### src/rtl/stepper_move_engine.sv
// -----------------------------------------------------------------------------
// stepper_move_engine
//
// Runs one motion command at a time for a stepper motor. A command is a
// full-step move, a half-step move or a timed pause. Each step is followed by
// a programmable wait, and the engine keeps the absolute motor position.
//
// Command handshake: start is a request that is accepted only while the
// engine is idle (busy=0, done=0). Accepting it captures mode, count and
// delay in that same cycle. start has no effect in any other state, so the
// requester must hold or re-issue it until the engine is idle. Every accepted
// command ends with exactly one done pulse.
//
// Ports
//   clk             : clock; all state changes on the rising edge
//   reset           : asynchronous, active-high reset
//   start           : command request, sampled only while idle
//   mode[1:0]       : 00 full-step, 01 half-step, 10 pause, 11 reserved
//   count[CNT_W]    : signed step count (negative = reverse)
//   delay[DLY_W]    : wait cycles after each step or for the pause
//   abort           : ends the active command at the next edge
//   clear_pos       : zeroes the position while idle
//   busy            : command in progress (STEP or WAIT)
//   done            : one-cycle completion pulse
//   step_pulse      : one-cycle pulse for each motor step
//   dir             : direction of the last step (0 fwd, 1 rev)
//   position[POS_W] : current motor position, wraps modulo 2^POS_W
//   steps_remaining : signed steps still to issue
// -----------------------------------------------------------------------------
module stepper_move_engine #(
    parameter int CNT_W = 8,
    parameter int POS_W = 8,
    parameter int DLY_W = 8
) (
    input  logic                    clk,
    input  logic                    reset,
    input  logic                    start,
    input  logic [1:0]              mode,
    input  logic signed [CNT_W-1:0] count,
    input  logic [DLY_W-1:0]        delay,
    input  logic                    abort,
    input  logic                    clear_pos,
    output logic                    busy,
    output logic                    done,
    output logic                    step_pulse,
    output logic                    dir,
    output logic [POS_W-1:0]        position,
    output logic signed [CNT_W-1:0] steps_remaining
);

    localparam logic [1:0] MODE_FULL  = 2'b00;
    localparam logic [1:0] MODE_PAUSE = 2'b10;
    localparam logic [1:0] MODE_RSVD  = 2'b11;

    typedef enum logic [1:0] {
        S_IDLE = 2'd0,
        S_STEP = 2'd1,
        S_WAIT = 2'd2,
        S_DONE = 2'd3
    } state_t;

    state_t                  state_q, state_d;
    logic [1:0]              mode_q, mode_d;
    logic [DLY_W-1:0]        delay_q, delay_d;
    logic [DLY_W-1:0]        dly_cnt_q, dly_cnt_d;
    logic signed [CNT_W-1:0] steps_q, steps_d;
    logic [POS_W-1:0]        pos_q, pos_d;
    logic                    dir_q, dir_d;
    logic                    step_fire;
    logic [POS_W-1:0]        pos_inc;

    always_comb begin
        state_d   = state_q;
        mode_d    = mode_q;
        delay_d   = delay_q;
        dly_cnt_d = dly_cnt_q;
        steps_d   = steps_q;
        pos_d     = pos_q;
        dir_d     = dir_q;
        step_fire = 1'b0;
        pos_inc   = (mode_q == MODE_FULL) ? POS_W'(2) : POS_W'(1);

        case (state_q)
            S_IDLE: begin
                if (start) begin
                    mode_d  = mode;
                    steps_d = count;
                    delay_d = delay;
                    if (mode == MODE_PAUSE) begin
                        dly_cnt_d = delay;
                        state_d   = S_WAIT;
                    end else begin
                        state_d = S_STEP;
                    end
                end else if (clear_pos) begin
                    pos_d = '0;
                end
            end

            S_STEP: begin
                // abort wins over a step that would otherwise fire this cycle
                if (abort) begin
                    state_d = S_DONE;
                end else if (steps_q == '0 || mode_q == MODE_RSVD) begin
                    state_d = S_DONE;
                end else begin
                    step_fire = 1'b1;
                    dly_cnt_d = delay_q;
                    state_d   = S_WAIT;
                    // Counting toward zero from either side never overflows,
                    // so the most negative count is handled without negation.
                    if (steps_q[CNT_W-1]) begin
                        dir_d   = 1'b1;
                        pos_d   = pos_q - pos_inc;
                        steps_d = steps_q + CNT_W'(1);
                    end else begin
                        dir_d   = 1'b0;
                        pos_d   = pos_q + pos_inc;
                        steps_d = steps_q - CNT_W'(1);
                    end
                end
            end

            S_WAIT: begin
                if (abort) begin
                    state_d = S_DONE;
                end else if (dly_cnt_q == '0) begin
                    state_d = (mode_q == MODE_PAUSE) ? S_DONE : S_STEP;
                end else begin
                    dly_cnt_d = dly_cnt_q - 1'b1;
                end
            end

            S_DONE: begin
                state_d = S_IDLE;
            end

            default: begin
                state_d = S_IDLE;
            end
        endcase
    end

    always_ff @(posedge clk or posedge reset) begin
        if (reset) begin
            state_q   <= S_IDLE;
            mode_q    <= '0;
            delay_q   <= '0;
            dly_cnt_q <= '0;
            steps_q   <= '0;
            pos_q     <= '0;
            dir_q     <= 1'b0;
        end else begin
            state_q   <= state_d;
            mode_q    <= mode_d;
            delay_q   <= delay_d;
            dly_cnt_q <= dly_cnt_d;
            steps_q   <= steps_d;
            pos_q     <= pos_d;
            dir_q     <= dir_d;
        end
    end

    // Status outputs decode the state register directly, so reset clears
    // them as soon as it is asserted, without waiting for a clock edge.
    assign busy            = (state_q == S_STEP) || (state_q == S_WAIT);
    assign done            = (state_q == S_DONE);
    assign step_pulse      = step_fire;
    assign dir             = dir_q;
    assign position        = pos_q;
    assign steps_remaining = steps_q;

endmodule

### config.mk
export PLATFORM = sky130hd
export DESIGN_NAME = stepper_move_engine
export DESIGN_NICKNAME = d
export VERILOG_FILES = /design/src/rtl/stepper_move_engine.sv
export SDC_FILE = /design/constraint.sdc
export NUM_CORES = 1
export LEC_CHECK = 0
export CORE_ASPECT_RATIO = 0.75
export CORE_UTILIZATION = 40
export CTS_CLUSTER_SIZE = 12
export DETAILED_ROUTE_END_ITERATION = 10
export PLACE_DENSITY = 0.62
export SLEW_MARGIN = 20
export SYNTH_ARGS = -nofsm -noshare
export SYNTH_HDL_FRONTEND = slang
export SYNTH_SLANG_ARGS = --single-unit
### constraint.sdc
create_clock -name clk -period 4.25 [get_ports clk]
set_clock_uncertainty 0.1 [all_clocks]
set_input_delay 0.425 -clock clk [delete_from_list [all_inputs] [get_ports clk]]
set_output_delay 0.425 -clock clk [all_outputs]
set_load 0.03 [all_outputs]
==> results by group, run 1 <==
Status
  – Outcome: complete, no violations

Worst setup path
  – R2R cell count: 8
  – Setup CP Type: register to output port
  – Critical path origin: state_q[1]
  – Critical path destination: step_pulse
  – Worst R2R Setup Slack: 1.59 ns
  – CP arrival: 2.52 ns
  – Startpoint types: register
  – Max FO, Critical Path: 22
  – Crit. End Element: output port
  – Stages on the worst setup path: 5
  – Data required time of the critical path: 3.72 ns
  – Worst Path Buf+Inv: 3
  – Most used cell along the critical path: inv_1
  – Cell family with most CP delay: buffers and inverters
  – Crit Reg-Reg Endpoint: dly_cnt_q[7]
  – Largest stage delay on the critical path: 0.67 ns
  – Critical-path top delay cell: clkdlybuf4s50_1
  – R2r startpoint: steps_remaining[7]
  – Crit-path cells: inv_1 -> ha_1 -> nand3_1 -> inv_1 -> clkdlybuf4s50_1

STA
  – Highest clock rate: ~330 MHz
  – Max-slew violations: 0
  – Final hold vios: 0
  – Worst Max-Slew Pin Slew: roughly 0.76 ns
  – Relative slew slack: approximately 49%
  – Hold_ws: 0.3911 ns
  – TNS Setup: 0 ns
  – Endpoints failing setup: 0
  – Fin crit share: a little under three quarters
  – RSZ-0062 raised after global routing: no
  – Tmin final: 3.045 ns

Floorplanning
  – Chip width: 93.38 um
  – Die Footprint: 6586 um^2
  – Die Ht: 70.53 um
  – Row cnt: 24
  – Starting Density: 42.34%
  – Core Region: about 6000 um^2
  – I/O pins: between 40 and 50

Clock tree
  – # hold bufs at CTS: 0
  – Clock-pin slew on the worst setup and hold paths: approximately 0.080 ns
  – Num CTS Buffers: 5
  – Clock sink count: 37
  – Post-CTS resize count: 0
  – CTS Buffer Depth: 2
  – CTS Root Buffer Type: clkbuf_8
  – Worst-skew pair later-pin latency: 0.29 ns
  – H-Tree Depth: 2
  – Post-CTS Setup Repair Bufs: 0
  – CTS tree: built

Synthesis
  – Most frequent cell after synthesis: o21ai_0
  – Sequential fraction of the synthesis area: 36.96%
  – Syn. warnings: 0
  – Number of distinct library cells after synthesis: 39
  – Post-Syn Instances: roughly 290
  – Yosys top cell area share: 36.96%
  – Synth area leader: dfrtp_1
  – Synth top area cells: dfrtp_1, ha_1, o21ai_0
  – Number of flops mapped to enable cells by yosys: 0
  – FF+latch count, synth: 37
  – Async set-reset flop share out of synthesis: 100.0%
  – Top FF cell, synth: dfrtp_1
  – Syn Area/Cell: 8.728 um^2
  – Synth top cells by count: o21ai_0, dfrtp_1, nand2_1
  – Net count after synthesis: ~330
  – Mapped cell area: around 2500 um^2

Place
  – HPWL after DPL: ~4300 um
  – Gp weighted congestion: 0.8031
  – Port bufs: 42
  – # placed instances: 400

Finish
  – Share of cells above drive strength 1: 6.061%
  – Syn-to-layout area delta: 22.73%
  – N_diodes: 0
  – Cell Count, Final, Fillers Out: 408
  – Final net count: 374
  – Util after Layout: between 50% and 60%
  – Fill count: 566

Min path
  – Min-delay src: delay_q[7]
  – Worst hold path type: register to register

GRT
  – Global Route Usage Sum: 19.85%
  – Largest net degree at the start of global routing: 38
  – Vias in the first global route: 2128
  – First-pass GRT wire length: 10160 um
  – Global route overflow: 0
  – Initial antenna violation count: 0

Route
  – Metal2 WL: 2436 um
  – DR vias: 2171
  – Detailed Route WL: 5930 um
  – 1st-pass router iterations: 4
  – Met3 routed WL: 318 um
  – Met1 Wirelength: about 3100 um
  – DRC viols: 0
  – Avg WL per Cell: around 15 um
  – Post-route ant nets: 0
  – Drt initial violations: ~110
  – Vias per cell: 5.321
  – DR top layer: met4

Power and ir drop
  – Power Density: 879.8 nW/um^2
  – Leakage power: ~1.3 nW
  – VDD IR max: 0.3666 mV

Flow run
  – Max cap viols: 0
[logic make-up after synthesis]
| logic type | after synthesis | synth area share, % |
|---|---|---|
| AOI/OAI and AO/OA | 94 | 21.88 |
| and+or+nand+nor | 87 | 17.33 |
| DFF | 37 | 36.96 |
| buffers and inverters | 27 | 4.395 |
| adders and majority gates | 22 | 11.59 |
| xor gates and xnor gates | 11 | 3.846 |
| muxes | 9 | 3.996 |
[registers in the layout (all words and copies together) (netlist names)]
name             count
delay_q              8
dir                  1
position             8
dly_cnt_q            8
state_q              2
mode_q               2
steps_remaining      8
[cell type report]
class | instances | area [um^2] | area share, %
inverter | 19 | 71.32 | 2.320
clock buffer | 6 | 72.57 | 2.361
timing repair buffer | 43 | 427.9 | 13.92
tap | 78 | 97.59 | 3.175
clock inverter | 2 | 10.01 | 0.3256
sequential | 37 | 925.9 | 30.12
multi-input combinational | 223 | 1469 | 47.78
[cell usage in the layout, fill, tap and decap left out, types with 2 or more instances in the layout]
| cell | instances |
|---|---|
| a21o_1 | 3 |
| a21oi_1 | 20 |
| a22o_1 | 2 |
| a22oi_1 | 5 |
| a31oi_1 | 3 |
| a32oi_1 | 2 |
| clkbuf_8 | 5 |
| clkdlybuf4s50_1 | 42 |
| clkinv_2 | 2 |
| dfrtp_1 | 37 |
| fa_1 | 2 |
| ha_1 | 20 |
| inv_1 | 19 |
| mux2_2 | 8 |
| nand2_1 | 36 |
| nand2b_1 | 5 |
| nand3_1 | 5 |
| nand4_1 | 3 |
| nor2_1 | 16 |
| nor2b_1 | 4 |
| nor3_1 | 5 |
| nor3b_1 | 2 |
| nor4_1 | 2 |
| o211ai_1 | 4 |
| o21ai_0 | 42 |
| o21bai_1 | 4 |
| o22ai_1 | 6 |
| or3_1 | 4 |
| xnor2_1 | 3 |
| xor2_1 | 8 |
[metal layers]
metal	vias up	global-route usage (%)
li1	1112	-
met1	996	29.82
met2	58	29.08
met3	5	3.441
met4	0	6.154
met5	-	0
[worst min-delay path by stage]
stage	to	slack (ns)	depth (start not counted)
floorplan	delay_q[7]	0.35	2
global placement	delay_q[7]	0.36	2
detailed placement	delay_q[7]	0.38	2
CTS	delay_q[7]	0.40	2
global route	delay_q[1]	0.43	1
finish	delay_q[7]	0.39	2
[power by group]
| group | internal (mW) | switching [mW] |
|---|---|---|
| registers | 0.518 | 0.182 |
| clock network | 0.114 | 0.132 |
| logic | 0.740 | 1.02 |
[worst reg2reg max path: stages (launching register included)]
cell and delay, ns:
dfrtp_1 0.52, inv_1 0.26, ha_1 0.26, nor4bb_1 0.15
a22o_1 0.21, nor2_1 0.37, nand3_2 0.34, o21ai_0 0.23
o21ai_0 0.10
[metrics by stage]
stage / instance area [um^2] / setup WS, ns / total power, mW
2_1_floorplan: 2505 / 1.853 / 2.004
3_5_place_dp: 2992 / 1.520 / 2.457
5_1_grt: 3074 / 1.011 / 2.990
4_1_cts: 3074 / 1.183 / 2.720
3_3_place_gp: 2992 / 1.575 / 2.444
6_report: 3074 / 1.205 / 2.705
No activity file was read; power rests on OpenSTA's default activity.
==> inputs of run 2 (changes only) <==
PLACE_DENSITY = 0.65   (was 0.62)
clock period = 2.5 ns   (was 4.25 ns; I/O delays follow)
==> results by group, run 2 (same netlist as run 1, synthesis figures left out) <==
Status
  – Outcome: complete, no violations

Power and ir drop
  – Combinational power share: 66.6% (+1.6 points)
  – Internal power: 2.438 mW (+78%)
  – Clock share of power: 9.0% (about the same)
  – Leakage power: 1.393 nW (+3.9%)
  – Switching part of the total: 48.85% (-0.42 points)
  – Sw power: 2.328 mW (+75%)
  – VDD IR max: 0.6753 mV (+84%)
  – Power Density: 1511 nW/um^2 (+72%)
  – Flop pwr share: 24.4% (-1.5 points)

GRT
  – Met3 usage: 3.871% (+0.43 points)
  – Vias in the first global route: 2104 (-1.1%)
  – Largest net degree at the start of global routing: 38 (unchanged)
  – Global route overflow: 0 (unchanged)
  – Initial antenna violation count: 0 (unchanged)
  – First-pass GRT wire length: 10470 um (+3.0%)
  – Met2 global-route usage: 29.49% (+0.41 points)
  – M1 GR Usage: 31.37% (+1.6 points)
  – GRT busiest layer: met1
  – Global Route Usage Sum: 20.37% (+0.53 points)

Floorplanning
  – I/O pins: 43 (unchanged)
  – Die Footprint: 6586 um^2 (unchanged)
  – Row cnt: 24 (unchanged)
  – Core Region: 5916 um^2 (unchanged)
  – Starting Density: 42.34% (unchanged)
  – Chip width: 93.38 um (unchanged)
  – Die Ht: 70.53 um (unchanged)

Finish
  – Commonest non-fill, non-tap cells in the layout: o21ai_0, clkdlybuf4s50_1, dfrtp_1, nand2_1
  – Final net count: 384 (+2.7%)
  – N_diodes: 0 (unchanged)
  – Syn-to-layout area delta: 25.92%
  – Commonest non-fill, non-tap cell in the layout: o21ai_0
  – Share of cells above drive strength 1: 9.412% (+3.4 points)

Clock tree
  – CTS Root Buffer Type: clkbuf_8
  – Num CTS Buffers: 5 (unchanged)
  – Post-CTS Setup Repair Bufs: 0 (unchanged)
  – Worst-skew pair later-pin latency: 0.30 ns (about the same)
  – H-Tree Depth: 2 (unchanged)
  – Clock-pin slew on the worst setup and hold paths: 0.09 ns (about the same)
  – Clock sink count: 37 (unchanged)
  – CTS Buffer Depth: 2 (unchanged)
  – CTS tree: built

Worst setup path
  – Worst Path Buf+Inv: 3 (unchanged)
  – R2R cell count: 9 (+1)
  – Crit. End Element: output port
  – Cell family with most CP delay: simple AND/OR/NAND/NOR gates
  – Startpoint types: register
  – Crit Reg-Reg Endpoint: position[6]
  – Data required time of the critical path: 2.15 ns (-1.57 ns)
  – Largest stage delay on the critical path: 0.45 ns (-0.22 ns)
  – CP arrival: 1.92 ns (-0.60 ns)
  – Worst R2R Setup Slack: 0.23 ns (-1.36 ns)
  – Crit-path cells: nor4_1 -> buf_4 -> nand2_1 -> nand3_1 -> inv_1 -> dlygate4sd2_1
  – R2r startpoint: mode_q[0]
  – Setup CP Type: register to output port
  – Max FO, Critical Path: 5 (-77%)
  – Critical-path top delay cell: dfrtp_1

STA
  – Highest clock rate: 439.6 MHz
  – Worst Max-Slew Pin Slew: 0.6401 ns (-0.1179 ns)
  – Endpoints failing setup: 0 (unchanged)
  – TNS Setup: 0 ns (unchanged)
  – Tmin final: 2.275 ns
  – Max-slew violations: 0 (unchanged)
  – Fin crit share: 90.99%
  – Relative slew slack: 57.14% (+7.7 points)
  – RSZ-0062 raised after global routing: no
  – Hold_ws: 0.2745 ns (-0.1166 ns)
  – Final hold vios: 0 (unchanged)

Route
  – DR vias: 2237 (+3.0%)
  – Post-route ant nets: 0 (unchanged)
  – Detailed Route WL: 6168 um (+4.0%)
  – DRC viols: 0 (unchanged)
  – Vias per cell: 5.352 (+0.58%)
  – Avg WL per Cell: 14.76 um (+1.5%)
  – Drt initial violations: 160 (+51%)
  – 1st-pass router iterations: 4 (unchanged)

Place
  – Gp weighted congestion: 0.8287 (+3.2%)
  – HPWL after DPL: 4555 um (+5.2%)
  – Port bufs: 42 (unchanged)

Flow run
  – Max cap viols: 0 (unchanged)

Min path
  – Worst hold path type: input pin to async pin
## run 2: worst register-to-register path, stage by stage, from the launching register on
cell	delay (ns)
dfrtp_1	0.42
or2_2	0.32
ha_1	0.21
fa_1	0.40
nor2b_1	0.16
nor3_1	0.07
o21bai_1	0.15
a21oi_1	0.09
xor2_1	0.14
o21ai_0	0.13
## run 2: how the worst max path moves through the flow
stage	from	endpoint	slack (ns)	cells after the start
floorplan	steps_remaining[7]	dly_cnt_q[4]	0.10	9
global placement	abort	dly_cnt_q[2]	0.21	8
detailed placement	abort	dly_cnt_q[0]	0.14	8
CTS	state_q[1]	dly_cnt_q[0]	0.14	9
global route	state_q[1]	dly_cnt_q[0]	0.04	8
finish	steps_remaining[2]	step_pulse	0.23	6
## run 2: final cells by class
| type | instances | area (um^2) |
|---|---|---|
| flip-flops and latches | 37 | 925.9 |
| inverters | 19 | 71.32 |
| repair buffers | 53 | 501.7 |
| clock buffers | 5 | 68.82 |
| well taps | 78 | 97.59 |
| multi-input cells | 223 | 1471 |
| clock inverters | 3 | 17.52 |
| fillers | 578 | 2761 |
## run 2: repair_timing
item / 4_1_cts / 5_1_grt
setup endpoints to repair: 1 / 7
resized for setup: 1 / 1
hold buffers: 0 / 0
## run 2: layer usage
layer | wire [um] | vias up
met3 | 283 | 9
met5 | 0 | -
met2 | 2588 | 59
li1 | - | 1136
met1 | 3233 | 1033
met4 | 61 | 0
## run 2: power groups by stage
stage               Sequential (mW)  Combinational (mW)  Clock, mW
global placement               1.16                3.10          0
global route                   1.21                3.56      0.461
detailed placement             1.17                3.16          0
CTS                            1.16                3.18      0.438
floorplan                      1.32                2.09          0
finish                         1.16                3.17      0.428
## run 2: through the flow
| stage | util [%] | cell area, um^2 | power, mW | setup WS [ns] | std cells |
|---|---|---|---|---|---|
| after floorplan | - | 2505 | 3.407 | 0.1031 | 287 |
| after global placement | 51.84 | 3067 | 4.257 | 0.2123 | 410 |
| after detailed placement | 51.84 | 3067 | 4.330 | 0.1353 | 410 |
| after CTS | 53.28 | 3152 | 4.775 | 0.1406 | 418 |
| after global routing | 53.32 | 3154 | 5.228 | 0.04315 | 418 |
| final | 53.32 | 3154 | 4.767 | 0.2253 | 418 |
